--- src/rtl/cache_pkg.sv ---
// Shared request definitions for the cache channel issue path: op encodings,
// the request record carried through the issue FIFO, and the bank-select field.
package cache_pkg;

  localparam logic [1:0] OP_READ  = 2'd0;
  localparam logic [1:0] OP_WRITE = 2'd1;
  localparam logic [1:0] OP_FLUSH = 2'd2;
  localparam logic [1:0] OP_INV   = 2'd3;

  localparam int BANK_HI = 9;
  localparam int BANK_LO = 8;

  typedef struct packed {
    logic [1:0]   op;
    logic [31:4]  addr;
    logic [127:0] data;
  } chn_req_t;

  function automatic logic [1:0] bank_of(input logic [31:4] addr);
    return addr[BANK_HI:BANK_LO];
  endfunction

endpackage

--- src/rtl/isu_chn_issue_if.sv ---
// Client request port and xbar request channel of one issue stage, plus the
// xbar's credit-return bits for that channel.
interface isu_chn_issue_if;
  // valid/ready: a transfer happens on every clk edge where valid (up_valid /
  // mpc_channel_valid) and ready (up_ready / mpc_channel_enable) are both 1;
  // the sender keeps valid and payload stable until that edge.
  logic         up_valid;
  logic         up_ready;
  logic [1:0]   up_op;
  logic [27:0]  up_addr;
  logic [127:0] up_data;
  logic         mpc_channel_valid;
  logic         mpc_channel_enable;
  logic [1:0]   mpc_channel_op;
  logic [27:0]  mpc_channel_address;
  logic [127:0] mpc_channel_data;
  logic [3:0]   crdt_rtn_bank;

  modport slave (
    input  up_valid, up_op, up_addr, up_data, mpc_channel_enable, crdt_rtn_bank,
    output up_ready, mpc_channel_valid, mpc_channel_op, mpc_channel_address,
           mpc_channel_data
  );

  modport master (
    output up_valid, up_op, up_addr, up_data, mpc_channel_enable, crdt_rtn_bank,
    input  up_ready, mpc_channel_valid, mpc_channel_op, mpc_channel_address,
           mpc_channel_data
  );
endinterface

--- src/rtl/sync_fifo.sv ---
// Single-clock in-order FIFO; the head entry is read combinationally from storage.
module sync_fifo #(
  parameter int WIDTH = 8,
  parameter int DEPTH = 4,
  localparam int AW = $clog2(DEPTH),
  localparam int CW = $clog2(DEPTH + 1)
) (
  input  logic             clk,
  input  logic             rstn,
  input  logic             push,
  input  logic [WIDTH-1:0] push_data,
  input  logic             pop,
  output logic [WIDTH-1:0] pop_data,
  output logic             full,
  output logic             empty,
  output logic [CW-1:0]    count
);

  logic [WIDTH-1:0] mem [DEPTH];
  logic [AW-1:0]    wr_ptr;
  logic [AW-1:0]    rd_ptr;
  logic             do_push;
  logic             do_pop;

  assign full     = (count == CW'(DEPTH));
  assign empty    = (count == '0);
  assign do_push  = push && !full;
  assign do_pop   = pop && !empty;
  assign pop_data = mem[rd_ptr];

  always_ff @(posedge clk) begin
    if (!rstn) begin
      wr_ptr <= '0;
      rd_ptr <= '0;
      count  <= '0;
    end else begin
      if (do_push) wr_ptr <= wr_ptr + 1'b1;
      if (do_pop)  rd_ptr <= rd_ptr + 1'b1;
      case ({do_push, do_pop})
        2'b10:   count <= count + 1'b1;
        2'b01:   count <= count - 1'b1;
        default: count <= count;
      endcase
    end
  end

  // Payload storage is deliberately left out of reset.
  always_ff @(posedge clk) begin
    if (do_push) mem[wr_ptr] <= push_data;
  end

endmodule

--- src/rtl/isu_chn_issue.sv ---
// Per-channel issue stage: buffers client requests in order and holds back any
// read whose bank has no return credit left, so the xbar return buffer cannot overflow.
module isu_chn_issue
  import cache_pkg::*;
#(
  parameter int DEPTH   = 4,
  parameter int CREDITS = 4,
  localparam int CNT_W  = $clog2(CREDITS + 1),
  localparam int CW     = $clog2(DEPTH + 1)
) (
  input  logic                  clk,
  input  logic                  rstn,
  isu_chn_issue_if.slave        bus,
  output logic [3:0]            crdt_avail,
  output logic [CW-1:0]         fifo_count,
  output logic                  crdt_err,
  output logic [3:0][CNT_W-1:0] crdt_cnt
);

  chn_req_t   req_in;
  chn_req_t   head;
  logic       full;
  logic       empty;
  logic       issue;
  logic       head_needs_crdt;
  logic [1:0] head_bank;
  logic [3:0] consume;

  assign req_in.op   = bus.up_op;
  assign req_in.addr = bus.up_addr;
  assign req_in.data = bus.up_data;

  sync_fifo #(
    .WIDTH ($bits(chn_req_t)),
    .DEPTH (DEPTH)
  ) u_fifo (
    .clk       (clk),
    .rstn      (rstn),
    .push      (bus.up_valid && bus.up_ready),
    .push_data (req_in),
    .pop       (issue),
    .pop_data  (head),
    .full      (full),
    .empty     (empty),
    .count     (fifo_count)
  );

  assign bus.up_ready = !full;

  assign head_bank       = bank_of(head.addr);
  assign head_needs_crdt = !empty && (head.op == OP_READ);

  // Valid depends only on registers, so it cannot drop before the handshake.
  assign bus.mpc_channel_valid   = !empty && (!head_needs_crdt || (crdt_cnt[head_bank] != '0));
  assign bus.mpc_channel_op      = head.op;
  assign bus.mpc_channel_address = head.addr;
  assign bus.mpc_channel_data    = head.data;

  assign issue = bus.mpc_channel_valid && bus.mpc_channel_enable;

  always_comb begin
    consume = '0;
    if (issue && head_needs_crdt) consume[head_bank] = 1'b1;
  end

  always_comb begin
    crdt_avail = '0;
    for (int b = 0; b < 4; b++) crdt_avail[b] = (crdt_cnt[b] != '0);
  end

  // A same-bank return and consume cancel; a return at full count saturates and flags.
  always_ff @(posedge clk) begin
    if (!rstn) begin
      for (int b = 0; b < 4; b++) crdt_cnt[b] <= CNT_W'(CREDITS);
      crdt_err <= 1'b0;
    end else begin
      for (int b = 0; b < 4; b++) begin
        if (bus.crdt_rtn_bank[b] && !consume[b]) begin
          if (crdt_cnt[b] == CNT_W'(CREDITS)) crdt_err    <= 1'b1;
          else                                crdt_cnt[b] <= crdt_cnt[b] + 1'b1;
        end else if (consume[b] && !bus.crdt_rtn_bank[b]) begin
          crdt_cnt[b] <= crdt_cnt[b] - 1'b1;
        end
      end
    end
  end

endmodule

--- src/flat_wrapper.sv ---
// flat-port wrapper written by rule: the top's interface ports become plain ports
module isu_chn_issue_flat import cache_pkg::*;
#(
  parameter int DEPTH   = 4,
  parameter int CREDITS = 4,
  localparam int CNT_W  = $clog2(CREDITS + 1),
  localparam int CW     = $clog2(DEPTH + 1)
)
  (clk, rstn, crdt_avail, fifo_count, crdt_err, crdt_cnt, bus_up_valid, bus_up_op, bus_up_addr, bus_up_data, bus_mpc_channel_enable, bus_crdt_rtn_bank, bus_up_ready, bus_mpc_channel_valid, bus_mpc_channel_op, bus_mpc_channel_address, bus_mpc_channel_data);
  isu_chn_issue_if bus_i ();
  input  logic clk;
  input  logic rstn;
  output logic [3:0] crdt_avail;
  output logic [CW-1:0] fifo_count;
  output logic crdt_err;
  output logic [3:0][CNT_W-1:0] crdt_cnt;
  input wire logic [$bits(bus_i.up_valid)-1:0] bus_up_valid;
  input wire logic [$bits(bus_i.up_op)-1:0] bus_up_op;
  input wire logic [$bits(bus_i.up_addr)-1:0] bus_up_addr;
  input wire logic [$bits(bus_i.up_data)-1:0] bus_up_data;
  input wire logic [$bits(bus_i.mpc_channel_enable)-1:0] bus_mpc_channel_enable;
  input wire logic [$bits(bus_i.crdt_rtn_bank)-1:0] bus_crdt_rtn_bank;
  output wire logic [$bits(bus_i.up_ready)-1:0] bus_up_ready;
  output wire logic [$bits(bus_i.mpc_channel_valid)-1:0] bus_mpc_channel_valid;
  output wire logic [$bits(bus_i.mpc_channel_op)-1:0] bus_mpc_channel_op;
  output wire logic [$bits(bus_i.mpc_channel_address)-1:0] bus_mpc_channel_address;
  output wire logic [$bits(bus_i.mpc_channel_data)-1:0] bus_mpc_channel_data;
  assign bus_i.up_valid = bus_up_valid;
  assign bus_i.up_op = bus_up_op;
  assign bus_i.up_addr = bus_up_addr;
  assign bus_i.up_data = bus_up_data;
  assign bus_i.mpc_channel_enable = bus_mpc_channel_enable;
  assign bus_i.crdt_rtn_bank = bus_crdt_rtn_bank;
  assign bus_up_ready = bus_i.up_ready;
  assign bus_mpc_channel_valid = bus_i.mpc_channel_valid;
  assign bus_mpc_channel_op = bus_i.mpc_channel_op;
  assign bus_mpc_channel_address = bus_i.mpc_channel_address;
  assign bus_mpc_channel_data = bus_i.mpc_channel_data;
  isu_chn_issue #(.DEPTH(DEPTH), .CREDITS(CREDITS)) u_core (.clk(clk), .rstn(rstn), .bus(bus_i), .crdt_avail(crdt_avail), .fifo_count(fifo_count), .crdt_err(crdt_err), .crdt_cnt(crdt_cnt));
endmodule
--- config.mk ---
export PLATFORM = sky130hd
export DESIGN_NAME = isu_chn_issue_flat
export DESIGN_NICKNAME = d
export VERILOG_FILES = /design/src/rtl/cache_pkg.sv /design/src/rtl/isu_chn_issue_if.sv /design/src/rtl/sync_fifo.sv /design/src/rtl/isu_chn_issue.sv /design/src/flat_wrapper.sv
export SDC_FILE = /design/constraint.sdc
export NUM_CORES = 1
export LEC_CHECK = 0
export ABC_AREA = 0
export CAP_MARGIN = 25
export CELL_PAD_IN_SITES_DETAIL_PLACEMENT = 0
export CELL_PAD_IN_SITES_GLOBAL_PLACEMENT = 1
export CORE_MARGIN = 3
export CORE_UTILIZATION = 43
export DETAILED_ROUTE_END_ITERATION = 6
export PLACE_DENSITY_LB_ADDON = 0.1
export SKIP_CTS_REPAIR_TIMING = 1
export SLEW_MARGIN = 20
export SYNTH_ARGS = -nofsm -noshare
export SYNTH_HDL_FRONTEND = slang
export SYNTH_SLANG_ARGS = --single-unit
--- constraint.sdc ---
create_clock -name clk -period 5.3 [get_ports clk]
set_clock_uncertainty 0.1 [all_clocks]
set_input_delay 1.06 -clock clk [delete_from_list [all_inputs] [get_ports clk]]
set_output_delay 1.06 -clock clk [all_outputs]
set_load 0.01 [all_outputs]
==> run metrics <==
run status finished, final reports clean; synthesized area per cell 23.91 um2; Cell Chain, Critical Path buf_12 -> buf_16 -> mux4_2 -> clkdlybuf4s50_1; count of final hold-check violations 0; actual transition at the worst max-transition pin 0.9353 ns; switching power 3.777 mW; grt ovf 0; design internal power 10.95 mW; residual antenna-violating net count after detailed routing 0; aggregate global-route resource usage 0.1724; Cells on Worst Hold Path 2; initial antenna violation count 9; sequential area share after synthesis 0.8008; Layout Area Growth over Synthesis 27.68%; sum of routed wire length over all layers 50960 um; DRC violation count after routing 0; Post-Synthesis Net Count 1190; library cell occupying the most area in the post-synthesis netlist edfxtp_1; count of different cell masters after synthesis 47; number of DRC markers in iteration 0 571; power share of the combinational group 0.255; CP arrival 3.17 ns; cell area after synthesis 0.02425 mm2; Async S/R FF share, synth 0; worst r2r dst u_core.u_fifo.count[2]; cells taking the most area after synthesis edfxtp_1 (78%), mux4_2 (15%), dfxtp_1 (1.8%); switching share of total power 0.2565; Sequential Power Share 0.434; most frequently used flop master after synthesis edfxtp_1; max-capacitance violation count 0; RSZ-0062 raised after global routing false; Leak Pwr 9.765 nW; # IOs 346; number of stages on the worst setup path 4; share of final-layout standard cells stronger than drive strength 1 0.1947; worst hold endpoint u_core.u_fifo.wr_ptr[1]; worst relative slew slack 0.3765; Die Area 0.05928 mm2; path type of the worst min-delay path register to register; number of buffers and inverters on the critical path 3; Die Y-Extent 243.5 um; peak fanout along the critical path 79; Starting Density 0.4376; pre-CTS setup slack 1.532 ns; Tcrit/Tclk final 0.8174; number of buffers created by CTS 68; critical path's top delay family buffers and inverters; CTS Root Buffer Type clkbuf_16; net total in the final layout 1582; average via count per standard cell 5.124; peak supply drop 0.3032 mV; clock latency at the later pin of the worst-skew pair 0.58 ns; Die X-Extent 243.5 um; Filler Cell Count 4248; final routed wire length divided by cell count 22.99 um; portion of total power attributed to the clock network 0.311; DR pass1 iterations 4; setup total negative slack 0 ns; dpl hpwl 30130 um; final worst slack 0.9677 ns; Synth Warn # 0; Reg2Reg Setup Slack 1.89 ns; number of rows created at floorplan 86; clock tree from TritonCTS built; last weighted congestion value of the routability-driven placer 0.7245; peak clock frequency supported by timing 230.8 MHz; most instantiated library cell after synthesis edfxtp_1; crit path launch type register; Vias 11359; worst hold path startpoint u_core.u_fifo.wr_ptr[1]; pin count of the biggest net entering global routing 108; via count of the first global-routing pass 12106; cell count after synthesis 1014; max-slew violation count 0; buffers added on ports 345; global-route wire length before repair 76690 um; register clock-pin slew on the reported worst setup and hold paths 0.06 ns; Sinks on Clock Net 654; EDFF count, synth 632; H-tree depth reported by CTS 3; share of the synthesized area in the top cell type 0.7827; depth of the worst register-to-register path 11; total power density per cell area 475.6 mW/mm2; flop and latch count out of synthesis 654; worst setup path category register to output pin; placeable core region 0.05542 mm2; maximum count of clock buffers along a single path 3; leading cell types by count after synthesis edfxtp_1 (632), mux4_2 (160), dfxtp_1 (22); minimum clock period 4.332 ns; endpoint type of the worst setup path output pin; total of endpoints with negative setup slack in the final report 0; largest incremental delay on the critical path 0.59 ns; cell with the biggest individual delay on the critical path clkdlybuf4s50_1; CP required 4.14 ns
-- per-stage QoR --
step	utilization	area, um2	power [mW]	hold WS (ns)	std cells
global placement	0.5187	28740	10.32	0.3844	2083
floorplan	-	24250	8.441	0.3646	1014
detailed placement	0.5187	28740	10.33	0.3985	2083
finish	0.5587	30960	14.72	0.4013	2217
global route	0.5585	30950	15.40	0.4312	2212
CTS	0.5578	30910	14.97	0.4075	2206
-- registers in the layout (all words and copies together), names as in the netlist, named ones only --
register              cells
u_core.u_fifo.rd_ptr      2
u_core.u_fifo.count       3
u_core.u_fifo.wr_ptr      2
u_core.crdt_err           1
u_core.crdt_cnt          12
u_core.u_fifo.mem       632
-- routing by layer --
metal	vias to the layer above	GRT usage	wire length, um
met5	-	0	24
met4	4	0.05782	970
met3	62	0.06031	3763
met2	258	0.2803	25560
met1	5917	0.2178	20640
li1	5118	-	-
-- cell usage in the layout, fill, tap and decap left out, types with 4 or more instances in the layout --
cell type,Yosys,routed
a21oi_1,6,6
and3_4,0,4
buf_12,0,9
buf_4,0,9
clkbuf_1,19,17
clkbuf_16,0,72
clkdlybuf4s50_1,0,345
clkinv_1,0,13
clkinv_2,0,7
clkinvlp_4,0,4
dfxtp_1,22,20
diode_2,0,10
edfxtp_1,632,632
fa_1,5,5
ha_1,5,5
inv_1,9,9
mux2i_1,6,6
mux4_2,160,160
nand2_1,21,21
nand2b_1,5,5
nand3_1,4,4
nand4_1,7,7
nor2_1,19,19
nor2b_1,8,8
o21ai_0,9,9
or3_1,6,6
xor2_1,4,4
-- cell type report --
type                    count  area [um2]  area share
repair buffers            364        3729      0.1204
inverters                   9       33.78    0.001091
flip-flops and latches    654       19430      0.6274
diodes                     10       25.02   0.0008082
well taps                 748       935.9     0.03023
clock inverters            31       257.7    0.008325
clock buffers              92        1907     0.06159
multi-input cells         309        4647      0.1501
-- tightest hold or removal path, delay by kind of cell, from the launching register on --
kind	cells	cell delay, ns
DFF	1	0.33
AOI/OAI and AO/OA	1	0.05
and+or+nand+nor	1	0.06
-- cells by family (layout without fill, tap and decap cells) --
family,Yosys count,after routing,share of synthesized area
buffers and inverters,51,496,0.008359
DFF,654,654,0.8008
and+or+nand+nor,90,90,0.01950
adders and majority gates,10,10,0.006708
muxes,170,170,0.1531
other,0,10,0
AOI/OAI and AO/OA,32,32,0.008978
xor gates and xnor gates,7,7,0.002528
-- worst max path at each step --
| stage | end | from | slack (ns) |
|---|---|---|---|
| 2_1_floorplan | u_core.u_fifo.mem[0][0] | bus_up_valid | 1.75 |
| 3_3_place_gp | u_core.crdt_cnt[8] | bus_mpc_channel_enable | 1.54 |
| 3_5_place_dp | u_core.crdt_cnt[8] | bus_mpc_channel_enable | 1.53 |
| 4_1_cts | bus_mpc_channel_data[87] | register | 0.92 |
| 5_1_grt | bus_mpc_channel_data[105] | register | 0.74 |
| 6_report | bus_mpc_channel_data[97] | register | 0.97 |
-- power by group through the flow --
stage / sequential (mW) / clock [mW] / combinational [mW]
after global placement: 6.48 / 0 / 3.83
after detailed placement: 6.51 / 0 / 3.82
final: 6.40 / 4.58 / 3.75
after global routing: 6.44 / 4.93 / 4.03
after CTS: 6.40 / 4.72 / 3.85
after floorplan: 6.48 / 0 / 1.96
Power figures use the tool's default switching activity.
